## src/rtl/ts_merge_sched_pkg.sv

```systemverilog
// Shared constants, FSM encoding and TS RAM address packing for the TS merge scheduler.
package ts_merge_sched_pkg;

  localparam int unsigned TS_PKT_BYTES = 188;
  localparam int unsigned TS_WORDS     = 12;
  localparam int unsigned SLOT_BITS    = 6;
  localparam int unsigned WORD_BITS    = 4;
  localparam int unsigned CH_BITS      = 3;
  localparam int unsigned CNT_BITS     = 7;
  localparam int unsigned SLOT_CNT     = 64;
  localparam int unsigned ADDR_BITS    = CH_BITS + SLOT_BITS + WORD_BITS;

  typedef enum logic [2:0] {
    StIdle,
    StArb,
    StFetch,
    StSend,
    StGap
  } ts_state_e;

  // RAM address layout: {channel, slot, word}.
  function automatic logic [ADDR_BITS-1:0] ts_addr_pack(input logic [CH_BITS-1:0]   ch,
                                                        input logic [SLOT_BITS-1:0] slot,
                                                        input logic [WORD_BITS-1:0] word);
    return {ch, slot, word};
  endfunction

endpackage

```

## src/rtl/ts_ch_cnt.sv

```systemverilog
// Per-channel bookkeeping: pending packet count, read slot pointer and sticky overflow flag.
module ts_ch_cnt
  import ts_merge_sched_pkg::*;
(
  input  logic                 clk,
  input  logic                 rst,
  input  logic                 wr_done,
  input  logic                 rd_done,
  input  logic                 ovf_clr,
  output logic [CNT_BITS-1:0]  count,
  output logic [SLOT_BITS-1:0] rd_ptr,
  output logic                 ovf
);

  localparam logic [CNT_BITS-1:0] CntMax = CNT_BITS'(SLOT_CNT);

  logic [CNT_BITS-1:0]  count_q, count_d;
  logic [SLOT_BITS-1:0] rd_ptr_q, rd_ptr_d;
  logic                 ovf_q, ovf_d;
  logic                 ovf_set;

  // Next count/pointer/flag; a write and a read completing together cancel (no overflow).
  always_comb begin
    count_d  = count_q;
    ovf_set  = 1'b0;
    rd_ptr_d = rd_done ? rd_ptr_q + 1'b1 : rd_ptr_q;
    case ({wr_done, rd_done})
      2'b10: begin
        if (count_q == CntMax) ovf_set = 1'b1;
        else                   count_d = count_q + 1'b1;
      end
      2'b01: begin
        if (count_q != '0) count_d = count_q - 1'b1;
      end
      default: ;
    endcase
    // A new overflow wins over a simultaneous clear.
    ovf_d = (ovf_q & ~ovf_clr) | ovf_set;
  end

  // State registers with synchronous active-low reset.
  always_ff @(posedge clk) begin
    if (!rst) begin
      count_q  <= '0;
      rd_ptr_q <= '0;
      ovf_q    <= 1'b0;
    end else begin
      count_q  <= count_d;
      rd_ptr_q <= rd_ptr_d;
      ovf_q    <= ovf_d;
    end
  end

  assign count  = count_q;
  assign rd_ptr = rd_ptr_q;
  assign ovf    = ovf_q;

endmodule

```

## src/rtl/ts_merge_sched.sv

```systemverilog
// Round-robin merge of NCH TS channels from a shared RAM into one byte stream.
module ts_merge_sched
  import ts_merge_sched_pkg::*;
#(
  parameter int unsigned NCH    = 8,
  parameter int unsigned RD_LAT = 2,
  parameter int unsigned IPG    = 4
) (
  input  logic                 clk,
  input  logic                 rst,
  input  logic [NCH-1:0]       pkt_wr_done,
  input  logic [NCH-1:0]       ch_en,
  input  logic                 ovf_clr,
  output logic                 ts_ram_rd,
  output logic [ADDR_BITS-1:0] ts_ram_raddr,
  input  logic [127:0]         ts_ram_rdata,
  output logic [7:0]           ts_dout,
  output logic                 ts_dout_en,
  output logic                 ts_dout_sop,
  output logic [CH_BITS-1:0]   ts_dout_ch,
  output logic [NCH-1:0]       ovf
);

  // Prefetch is timed so the next word lands exactly on the last byte of the current one.
  localparam logic [WORD_BITS-1:0] PrefetchAt = WORD_BITS'(15 - RD_LAT);
  localparam logic [WORD_BITS-1:0] LastWord   = WORD_BITS'(TS_WORDS - 1);
  localparam logic [7:0]           LastByte   = 8'(TS_PKT_BYTES - 1);
  localparam logic [3:0]           LatLast    = 4'(RD_LAT);
  localparam logic [CH_BITS-1:0]   LastInit   = CH_BITS'(NCH - 1);
  // ARB and FETCH already contribute RD_LAT+2 idle cycles; GAP only pads up to IPG.
  localparam int unsigned          GapCycles  = (IPG > RD_LAT + 2) ? IPG - RD_LAT - 2 : 0;
  localparam logic [7:0]           GapLast    = 8'(GapCycles - 1);

  ts_state_e            state_q, state_d;
  logic [CH_BITS-1:0]   cur_ch_q, cur_ch_d;
  logic [CH_BITS-1:0]   last_q, last_d;
  logic [7:0]           byte_cnt_q, byte_cnt_d;
  logic [3:0]           lat_cnt_q, lat_cnt_d;
  logic [7:0]           gap_cnt_q, gap_cnt_d;
  logic [127:0]         shreg_q, shreg_d;

  logic [CNT_BITS-1:0]  ch_cnt [NCH];
  logic [SLOT_BITS-1:0] ch_rd_ptr [NCH];
  logic [NCH-1:0]       elig;
  logic [NCH-1:0]       pkt_done;
  logic                 send_last;
  logic [CH_BITS-1:0]   grant;
  logic                 grant_vld;
  logic [WORD_BITS-1:0] rd_word;

  assign send_last = (state_q == StSend) && (byte_cnt_q == LastByte);

  for (genvar gi = 0; gi < NCH; gi++) begin : g_ch
    assign elig[gi]     = ch_en[gi] && (ch_cnt[gi] != '0);
    assign pkt_done[gi] = send_last && (cur_ch_q == CH_BITS'(gi));

    ts_ch_cnt u_ch_cnt (
      .clk     (clk),
      .rst     (rst),
      .wr_done (pkt_wr_done[gi]),
      .rd_done (pkt_done[gi]),
      .ovf_clr (ovf_clr),
      .count   (ch_cnt[gi]),
      .rd_ptr  (ch_rd_ptr[gi]),
      .ovf     (ovf[gi])
    );
  end

  // Round-robin search starting one past the last granted channel.
  always_comb begin
    logic [CH_BITS-1:0] idx;
    idx       = '0;
    grant     = '0;
    grant_vld = 1'b0;
    for (int i = 1; i <= int'(NCH); i++) begin
      idx = CH_BITS'((int'(last_q) + i) % int'(NCH));
      if (!grant_vld && elig[idx]) begin
        grant_vld = 1'b1;
        grant     = idx;
      end
    end
  end

  // Scheduler FSM next state and datapath updates.
  always_comb begin
    state_d    = state_q;
    cur_ch_d   = cur_ch_q;
    last_d     = last_q;
    byte_cnt_d = byte_cnt_q;
    lat_cnt_d  = lat_cnt_q;
    gap_cnt_d  = gap_cnt_q;
    shreg_d    = shreg_q;
    unique case (state_q)
      StIdle: begin
        if (|elig) state_d = StArb;
      end
      StArb: begin
        if (grant_vld) begin
          cur_ch_d  = grant;
          last_d    = grant;
          lat_cnt_d = '0;
          state_d   = StFetch;
        end else begin
          state_d = StIdle;
        end
      end
      StFetch: begin
        if (lat_cnt_q == LatLast) begin
          shreg_d    = ts_ram_rdata;
          byte_cnt_d = '0;
          state_d    = StSend;
        end else begin
          lat_cnt_d = lat_cnt_q + 1'b1;
        end
      end
      StSend: begin
        byte_cnt_d = byte_cnt_q + 1'b1;
        if (byte_cnt_q[3:0] == 4'hF) shreg_d = ts_ram_rdata;
        else                         shreg_d = {shreg_q[119:0], 8'h00};
        if (byte_cnt_q == LastByte) begin
          gap_cnt_d = '0;
          state_d   = (GapCycles == 0) ? StArb : StGap;
        end
      end
      StGap: begin
        if (gap_cnt_q == GapLast) state_d = (|elig) ? StArb : StIdle;
        else                      gap_cnt_d = gap_cnt_q + 1'b1;
      end
      default: state_d = StIdle;
    endcase
  end

  // State registers with synchronous active-low reset.
  always_ff @(posedge clk) begin
    if (!rst) begin
      state_q    <= StIdle;
      cur_ch_q   <= '0;
      last_q     <= LastInit;
      byte_cnt_q <= '0;
      lat_cnt_q  <= '0;
      gap_cnt_q  <= '0;
      shreg_q    <= '0;
    end else begin
      state_q    <= state_d;
      cur_ch_q   <= cur_ch_d;
      last_q     <= last_d;
      byte_cnt_q <= byte_cnt_d;
      lat_cnt_q  <= lat_cnt_d;
      gap_cnt_q  <= gap_cnt_d;
      shreg_q    <= shreg_d;
    end
  end

  // RAM reads: word 0 on FETCH entry, then one prefetch per word while sending.
  always_comb begin
    rd_word   = (state_q == StSend) ? byte_cnt_q[7:4] + 1'b1 : '0;
    ts_ram_rd = ((state_q == StFetch) && (lat_cnt_q == '0)) ||
                ((state_q == StSend) && (byte_cnt_q[3:0] == PrefetchAt) &&
                 (byte_cnt_q[7:4] < LastWord));
    ts_ram_raddr = ts_ram_rd ? ts_addr_pack(cur_ch_q, ch_rd_ptr[cur_ch_q], rd_word) : '0;
  end

  // Byte stream outputs.
  always_comb begin
    ts_dout_en  = (state_q == StSend);
    ts_dout_sop = ts_dout_en && (byte_cnt_q == '0);
    ts_dout     = ts_dout_en ? shreg_q[127:120] : '0;
    ts_dout_ch  = cur_ch_q;
  end

endmodule

```

## config.mk

```make
export PLATFORM = sky130hd
export DESIGN_NAME = ts_merge_sched
export DESIGN_NICKNAME = d
export VERILOG_FILES = /design/src/rtl/ts_merge_sched_pkg.sv /design/src/rtl/ts_ch_cnt.sv /design/src/rtl/ts_merge_sched.sv
export SDC_FILE = /design/constraint.sdc
export NUM_CORES = 1
export LEC_CHECK = 0
export BUFFER_PORTS_ARGS = -buffer_cell sky130_fd_sc_hd__buf_2
export CAP_MARGIN = 20
export CORE_UTILIZATION = 25
export DETAILED_ROUTE_END_ITERATION = 10
export GPL_TIMING_DRIVEN = 0
export PLACE_DENSITY = 0.43
export SETUP_SLACK_MARGIN = 0.1
export SLEW_MARGIN = 20
export SYNTH_ARGS = -nofsm -noshare
export SYNTH_HDL_FRONTEND = slang
export SYNTH_SLANG_ARGS = --single-unit
```

## constraint.sdc

```tcl
create_clock -name clk -period 8.74 [get_ports clk]
set_input_delay 1.748 -clock clk [delete_from_list [all_inputs] [get_ports clk]]
set_output_delay 1.748 -clock clk [all_outputs]
set_load 0.05 [all_outputs]
```

; ---- Word-level counts from Yosys, hierarchy flattened
; Cells that the tools add are included.
[totals]
wordCells = 327
register_bits = 269
inputBits = 147
output_inout_bits = 35
[op_classes]
n_reduce_logical = 73
order_cmp = 10
n_addsub = 36
eq_ne = 63
n_bitwise = 18
muxes = 96
[op_table]
columns = operator, n
row1 = 128-bit 2-to-1 mux, 2
row2 = 128-bit case mux with 2 select lines, 1
row3 = 7-bit 2-to-1 mux, 16
row4 = 7-bit case mux with 2 select lines, 8
row5 = 7-bit by 1-bit adder with 7-bit output (second input constant), 8
row6 = 7-bit equality test (second input constant), 8
row7 = 7-bit nonzero test, 8
row8 = 7-bit by 1-bit subtractor with 7-bit output (second input constant), 8
row9 = 6-bit by 1-bit adder with 6-bit output (second input constant), 8
row10 = 2-bit inequality test (second input constant), 22
row11 = 3-bit 2-to-1 mux, 12
row12 = 1-bit 2-to-1 mux, 33
row13 = 3-bit by 4-bit less-than comparator with 1-bit output (second input constant), 8
row14 = 8-bit 2-to-1 mux, 4
row15 = 8-bit case mux with 2 select lines, 2
row16 = 3-bit AND reduction, 10
row17 = 1-bit logical AND, 28
row18 = 1-bit binary-select mux with 3-bit select, 8
row19 = 2-bit nonzero test, 11
row20 = 6-bit binary-select mux with 3-bit select, 1
row21 = 8-bit by 1-bit adder with 8-bit output (second input constant), 2
row22 = 2-bit by 1-bit equality test with 1-bit output (second input constant), 8
row23 = 2-bit equality test (second input constant), 8
row24 = 8-bit equality test (second input constant), 2
row25 = 30 further kinds, 70

; ---- Depth between registers and ports, before layout
; Gate-level depths: netlist of run 1.
[logic_depth]
ltp_word = 28
depth_mapped = 16
mapped_depth_nobuf = 16

; ---- Hierarchy
; From an unflattened synthesis of run 1, not the netlist that was laid out.
[unflattened]
hier_cells = 1710
area_unflattened_um2 = 14845.5
[by_module_without_submodules]
columns = module, area_per_inst_um2, cells_per_inst, seq_area_each_um2, instances
row1 = ts_merge_sched, 8419.3, 1030, 2962.8, 1
row2 = ts_ch_cnt, 803.3, 85, 280.3, 8

; ---- Worst setup path before layout of run 1
; Ideal clock, no wire load.
[synth_timing]
kind = register to output
from = register cur_ch_q[1], in the netlist ts_dout_ch[1]
to = output ts_ram_raddr[8]
stages_incl_launch_ff = 6
path_slack_ns = 4.492
t_required_ns = 6.992
arrival_time_ns = 2.500
path_buffers = 2
path_cell_list = dfxtp_1 buf_1 clkbuf_1 mux4_2 mux2i_1 nor2_1
[synth_via]
elab_chain_cells = 5
[synth_lines]
columns = element, line_no
row1 = "start, declared", ts_merge_sched.sv:35  ; logic [CH_BITS-1:0] cur_ch_q, cur_ch_d;
row2 = "start signal, assigned", ts_merge_sched.sv:145  ; cur_ch_q <= cur_ch_d;
row3 = 3-bit inverter with 4-bit output (not written as such), ts_merge_sched.sv:160  ; ts_ram_raddr = ts_ram_rd ? ts_addr_pack(cur_ch_q, ch_rd_ptr[cur_ch_q], rd_word) : '0;
row4 = 6-bit binary-select mux with 3-bit select, ts_merge_sched.sv:160
row5 = 6-bit 2-to-1 mux (not written as such) (2 in a row), ts_merge_sched.sv:160
row6 = 13-bit 2-to-1 mux, ts_merge_sched.sv:160
row7 = "end, declared", ts_merge_sched.sv:15  ; output logic [ADDR_BITS-1:0] ts_ram_raddr,
; No other way between the ends. The select of a mux whose other input is x is not followed.

; ---- Final worst setup path of run 1
; Ends and elaborated chain as after synthesis.

==> flow_metrics.py, run 1 <==
metrics = {
    "run_status": {
        "outcome": "completed",
    },
    "critical_path": {
        "cp-start-kind": "flip-flop",
        "critPathCaptureType": "output port",
        "timing.critical_path.arrival_ps": 3330,
        "critPathRequiredTime_ps": 6990,
        "critical_path_max_stage_delay_ps": 590,
        "timing.critical_path.slowest_stage_cell": "mux4_2",
        "ff2ff_setup_slack_ps": 4300,
        "path_class": "reg -> out",
        "critical_path_peak_fanout": 10,
        "crit_path_cell_chain": "buf_1 -> clkbuf_1 -> mux4_2 -> mux2i_1 -> nor2_1 -> buf_2",
    },
    "placed_design": {
        "gp_congestion": 0.8716,
        "place_inst": 2575,
        "post-dp-hpwl_mm": 34.86,
        "placed_cell_area_mm2": 0.01622,
        "port-buffer-count": 180,
        "detailedPlace.worstSlack_ps": 4222,
    },
    "global_route": {
        "grt_pass1_vias": 12520,
        "largest_net_degree_at_the_start_of_global_routing": 12,
        "global_route_wire_length_before_repair_mm": 71.82,
        "globalRouteTotalUtil": 0.1556,
        "grt_antenna_before_repair": 27,
        "grt_overflow": 0,
    },
    "clocking": {
        "post_cts_hold_fix_bufs": 0,
        "max_root_sink_buffers": 3,
        "tritoncts.num_buffers": 36,
        "worst_skew_pair.late_latency_ps": 550,
        "clock_tree_from_tritoncts": "yes",
        "numClockSinks": 260,
        "cts.root.buffer_cell": "clkbuf_16",
        "cts-resized-gates": 0,
        "clkSlewWorstSetupHoldPaths_ps": 60,
        "post-cts-setup-buffer-count": 0,
        "htreeDepth": 2,
    },
    "job": {
        "count_of_maximum_capacitance_violations": 0,
    },
    "cells_and_area": {
        "finalCoreUtilization": 0.3078,
        "fin_area_mm2": 0.01742,
        "layout.nets": 2070,
        "final_cell_count_no_fill": 2648,
        "num-fill-cells": 6122,
        "layout-drive-gt1-share": 0.1594,
        "flow.area_growth_from_synthesis_pct": 21.27,
    },
    "sta": {
        "finalWorstPathRequiredPeriod_ps": 5082,
        "setup_viol": 0,
        "fin_skew_ps": 31.67,
        "max_slew_margin": 0.3587,
        "hold_ws_ps": 451.0,
        "grt_setup_unrepaired": "no",
        "final_critical_path_setup_slack_ps": 3658,
        "max_freq_mhz": 196.8,
        "report.final.slew_viol_count": 0,
        "timing.final.hold_violations": 0,
        "measured_slew_at_the_worst_slew_check_pin_ps": 954.6,
        "finalCritPeriodShare": 0.5815,
        "finalSetupTns_ps": 0,
    },
    "synthesis": {
        "ys_warn_count": 0,
        "synth.lib_cells_used.distinct": 75,
        "post_synth_edffs": 0,
        "synth_sequential_area_ratio": 0.3623,
        "syn_area_per_cell_um2": 8.766,
        "synth_seq_cells": 260,
        "post-synth-top-area-cell": "dfxtp_1",
        "netlist_top_cells_area": "dfxtp_1 36%, mux2i_1 9.8%, nor2_1 7.7%",
        "cell_area_after_synthesis_mm2": 0.01437,
        "ys_async_sr_fraction": 0,
        "ys_dominant_reg_cell": "dfxtp_1",
        "synthesis.instances": 1639,
        "postSynthNetCount": 1852,
        "synthDominantCellAreaShare": 0.3623,
    },
    "power_and_ir_drop": {
        "netSwitchingPower_mw": 1.121,
        "combPwrFrac": 0.225,
        "netSwitchingFraction": 0.3116,
        "clockPowerShare": 0.409,
        "p_leak_nw": 7.683,
        "power_report.internal_total_mw": 2.477,
        "power.share.sequential": 0.366,
        "ir_drop_uv": 149.0,
        "total_power_mw": 3.598,
        "power_dens_cells_mw_per_mm2": 206.5,
    },
    "die": {
        "die-width_um": 241.7,
        "core_region_area_mm2": 0.05660,
        "initial_utilization": 0.2538,
        "boundaryPins": 182,
        "fp.dieH_um": 241.7,
        "rows": 87,
        "die-area_mm2": 0.05843,
    },
    "route": {
        "first_pass_iters": 7,
        "ant_nets": 0,
        "dr.first_iter.drc_count": 544,
        "dr_total_vias": 12530,
        "drt-wirelength-per-cell_um": 17.43,
        "drc": 0,
        "drt_wl_total_mm": 46.15,
        "vias_per_cell": 4.730,
    },
    "worst_hold_path": {
        "worst_hold_path_type": "reg -> reg",
    },
}
## area by class of cell
cell class              instances  area [um^2]  share of cell area
inverters                      45        168.9            0.009694
clock buffers                  55         1065             0.06111
diodes                         10        25.02            0.001436
clock inverters                 8        107.6            0.006175
flip-flops and latches        260         5205              0.2987
plain buffers                 106        521.8             0.02994
well taps                     756        945.9             0.05429
repair buffers                180        900.9             0.05170
multi-input cells            1228         8484              0.4869
## cells in the mapped netlist, types with 26 or more instances
| master | instances |
|---|---|
| clkbuf_1 | 76 |
| inv_1 | 43 |
| xor2_1 | 51 |
| xnor2_1 | 33 |
| ha_1 | 58 |
| nand3_1 | 26 |
| nor2b_1 | 30 |
| nor3_1 | 26 |
| a211oi_1 | 122 |
| mux2i_1 | 141 |
| dfxtp_1 | 260 |
| a21oi_1 | 107 |
| nor2_1 | 295 |
| a21o_1 | 27 |
| nand2_1 | 76 |
## logic make-up after synthesis
| group | after synthesis | share of synthesized area |
|---|---|---|
| buffers and inverters | 151 | 0.04807 |
| adder cells (fa/ha/maj) | 66 | 0.06166 |
| AND/OR/NAND/NOR | 551 | 0.1756 |
| multiplexers | 157 | 0.1217 |
| AO/OA/AOI/OAI | 369 | 0.1784 |
| flip-flops | 260 | 0.3623 |
| XOR/XNOR | 85 | 0.05234 |
## worst max-delay path, delay by kind of cell (launching register included)
family	cells	cell delay, ps
flops	1	440
buf+inv	3	1330
simple gates	1	90
mux	2	940
## sequential cells by signal (all words and copies together), names as in the netlist
register	count
g_ch.u_ch_cnt.ovf	8
ts_dout_ch	3
shreg_q	128
g_ch.u_ch_cnt.rd_ptr	48
byte_cnt_q	8
state_q	2
last_q	3
g_ch.u_ch_cnt.count	56
lat_cnt_q	4
## power by group through the flow
stage	Combinational [mW]	Sequential, mW	Clock (mW)
floorplan	0.577	1.34	0
global placement	0.801	1.34	0
detailed placement	0.808	1.34	0
CTS	0.811	1.32	1.53
global route	0.890	1.33	1.58
finish	0.810	1.32	1.47
## layer usage
layer,global-route usage,wire (um),vias to the layer above
met1,0.1934,20340,5806
met5,0,236,-
met2,0.2512,20940,286
met4,0.04319,980,36
li1,-,-,6298
met3,0.05671,3654,99
## path summary, 6_finish.rpt
kind,startpoint,to,cells after the start
min,g_ch[0].u_ch_cnt.ovf$_SDFF_PN0_,g_ch[0].u_ch_cnt.ovf$_SDFF_PN0_,2
min reg2reg,g_ch[0].u_ch_cnt.ovf$_SDFF_PN0_,g_ch[0].u_ch_cnt.ovf$_SDFF_PN0_,2
max,ts_dout_ch[1]$_SDFFE_PN0P_,ts_ram_raddr[8],6
max reg2reg,byte_cnt_q[4]$_SDFFE_PN0P_,g_ch[3].u_ch_cnt.count[6]$_SDFFE_PN0P_,16
## cells in the final DEF, fill, tap and decap left out, drive strengths merged, types with 4 or more instances in the layout
| master | instances |
|---|---|
| inv | 45 |
| nor2b | 30 |
| a21boi | 9 |
| nand4 | 22 |
| nor4 | 13 |
| buf | 203 |
| or3 | 11 |
| nor3 | 26 |
| and3 | 16 |
| o21a | 6 |
| mux2i | 141 |
| clkbuf | 138 |
| a2111oi | 5 |
| nand3 | 27 |
| nand2 | 76 |
| a21o | 31 |
| ha | 58 |
| xnor2 | 34 |
| and2 | 15 |
| nand2b | 10 |
| dfxtp | 260 |
| a22oi | 13 |
| o21ai | 25 |
| fa | 8 |
| o211a | 6 |
| nor2 | 295 |
| xor2 | 51 |
| a211oi | 122 |
| nor3b | 4 |
| a21oi | 108 |
| clkinv | 5 |
| o21bai | 4 |
| a31oi | 8 |
| diode | 10 |
| mux4 | 14 |
(Power assumes the default switching activity.)
==> inputs of run 2 (changes only) <==
clock period = 4.9 ns   (was 8.74 ns; I/O delays follow)
==> run 2 against run 1 <==
Clock skew shrank 0.75 ps. First-iteration DRC count shrank 5.3%. Via count grew 0.11%. Sequential share of layout area is essentially flat. Count of clock-buffer cells in the layout is the same. Utilization is essentially flat. Combinational power grew 78%. Non-clock buffer count is the same. Critical path type unchanged. Highest routed layer unchanged.
==> flow_metrics.py, run 2 (synthesized netlist as in run 1, its figures left out) <==
metrics = {
    "global_route": {
        "grt_pass1_vias": 12520,
        "global_route_wire_length_before_repair_mm": 71.82,
        "globalRouteTotalUtil": 0.1556,
        "grt_overflow": 0,
        "largest_net_degree_at_the_start_of_global_routing": 12,
        "grt_antenna_before_repair": 27,
    },
    "cells_and_area": {
        "number_of_flip_flops_in_the_largest_register": 128,
        "most_used_cells_in_the_layout_excluding_fill_and_tap_cells": "295 x nor2_1, 260 x dfxtp_1, 187 x buf_2",
        "layout.nets": 2070,
        "flow.area_growth_from_synthesis_pct": 21.34,
        "final_common_cell": "nor2_1",
        "layout-drive-gt1-share": 0.1594,
        "largest_register": "shreg_q",
        "finalCoreUtilization": 0.3080,
    },
    "power_and_ir_drop": {
        "ir_drop_uv": 265.7,
        "power_dens_cells_mw_per_mm2": 368.2,
        "p_leak_nw": 7.683,
    },
    "route": {
        "ant_nets": 0,
        "dr_total_vias": 12540,
        "drc": 0,
        "first_pass_iters": 5,
        "vias_per_cell": 4.735,
        "dr.first_iter.drc_count": 515,
        "drt-wirelength-per-cell_um": 17.42,
        "drt_wl_total_mm": 46.13,
    },
    "die": {
        "rows": 87,
        "fp.dieH_um": 241.7,
        "die-width_um": 241.7,
        "die-area_mm2": 0.05843,
        "initial_utilization": 0.2538,
        "core_region_area_mm2": 0.05660,
        "boundaryPins": 182,
    },
    "sta": {
        "report.final.slew_viol_count": 0,
        "finalSetupTns_ps": 0,
        "setup_viol": 0,
        "finalCritPeriodShare": 0.8768,
        "max_slew_margin": 0.3587,
        "timing.final.hold_violations": 0,
        "measured_slew_at_the_worst_slew_check_pin_ps": 954.7,
        "max_freq_mhz": 232.8,
        "hold_ws_ps": 451.0,
        "finalWorstPathRequiredPeriod_ps": 4296,
        "fin_skew_ps": 30.92,
        "grt_setup_unrepaired": "no",
    },
    "critical_path": {
        "crit_path_cell_chain": "buf_1 -> clkbuf_1 -> mux4_2 -> mux2i_1 -> nor2_1 -> buf_2",
        "cp-start-kind": "flip-flop",
        "critPathCaptureType": "output port",
        "critical_path_peak_fanout": 10,
        "timing.critical_path.arrival_ps": 3320,
        "worstPathBufferInverterCount": 3,
        "path_class": "reg -> out",
        "critical_path_max_stage_delay_ps": 590,
        "timing.critical_path.slowest_stage_cell": "mux4_2",
        "critPathRequiredTime_ps": 3920,
        "worst_path_dominant_cell_family": "buffers and inverters",
    },
    "clocking": {
        "numClockSinks": 260,
        "tritoncts.num_buffers": 36,
        "clkSlewWorstSetupHoldPaths_ps": 60,
        "htreeDepth": 2,
        "max_root_sink_buffers": 3,
        "clock_tree_from_tritoncts": "yes",
        "post-cts-setup-buffer-count": 0,
        "worst_skew_pair.late_latency_ps": 550,
        "cts.root.buffer_cell": "clkbuf_16",
    },
    "placed_design": {
        "gp_congestion": 0.8716,
        "post-dp-hpwl_mm": 34.86,
        "port-buffer-count": 180,
    },
    "worst_hold_path": {
        "worst_hold_path_type": "reg -> reg",
    },
    "run_status": {
        "outcome": "completed",
    },
    "job": {
        "count_of_maximum_capacitance_violations": 0,
    },
}
[run 2: final cells by class]
| class | count | area (um^2) |
|---|---|---|
| clock buffers | 55 | 1065 |
| flip-flops and latches | 260 | 5205 |
| clock inverters | 8 | 107.6 |
| repair buffers | 180 | 900.9 |
| fillers | 6121 | 39170 |
| diodes | 10 | 25.02 |
| well taps | 756 | 945.9 |
| plain buffers | 106 | 521.8 |
| multi-input cells | 1228 | 8493 |
| inverters | 45 | 168.9 |
[run 2: through the flow]
step | cell area (um^2) | cells | total power, mW | setup WS (ps)
6_report | 17430 | 2648 | 6.419 | 603.6
3_5_place_dp | 16220 | 2575 | 3.831 | 466.7
3_3_place_gp | 16210 | 2575 | 3.818 | 163.3
2_1_floorplan | 14370 | 1639 | 3.410 | 1407
5_1_grt | 17420 | 2644 | 6.765 | 172.9
4_1_cts | 17390 | 2638 | 6.516 | 427.6
[run 2: worst register-to-register path, delay by kind of cell, from the launching register on]
family          cells  cell delay (ps)
compound gates      4              450
buf+inv             1              130
xor+xnor            1              150
flops               1              440
simple gates        8             2310
fa+ha+maj           2              710
[run 2: path summary, 6_finish.rpt]
kind	startpoint	depth (start not counted)	end	slack, ps
setup reg to reg	byte_cnt_q[4]$_SDFFE_PN0P_	16	g_ch[3].u_ch_cnt.count[6]$_SDFFE_PN0P_	620
hold / removal	g_ch[0].u_ch_cnt.ovf$_SDFF_PN0_	2	g_ch[0].u_ch_cnt.ovf$_SDFF_PN0_	450
setup / recovery	ts_dout_ch[1]$_SDFFE_PN0P_	6	ts_ram_raddr[8]	600
hold reg to reg	g_ch[0].u_ch_cnt.ovf$_SDFF_PN0_	2	g_ch[0].u_ch_cnt.ovf$_SDFF_PN0_	450
[run 2: report_power, final]
part           leakage, nW  internal [mW]  switching [mW]  total, mW
logic                 5.01          0.563           0.881       1.44
clock network        0.570           1.60            1.02       2.63
registers             2.10           2.25          0.0973       2.35
total                 7.68           4.42            2.00       6.42
[run 2: metal layers]
layer | global-route usage | wire (um)
met2 | 0.2512 | 20930
met4 | 0.04319 | 974
met5 | 0 | 236
met3 | 0.05671 | 3620
met1 | 0.1934 | 20370
[run 2: timing repair]
action,4_1_cts,5_1_grt
setup endpoints to repair,0,1
resized for setup,0,1
endpoints found under the hold margin,0,0
hold buffers,0,0
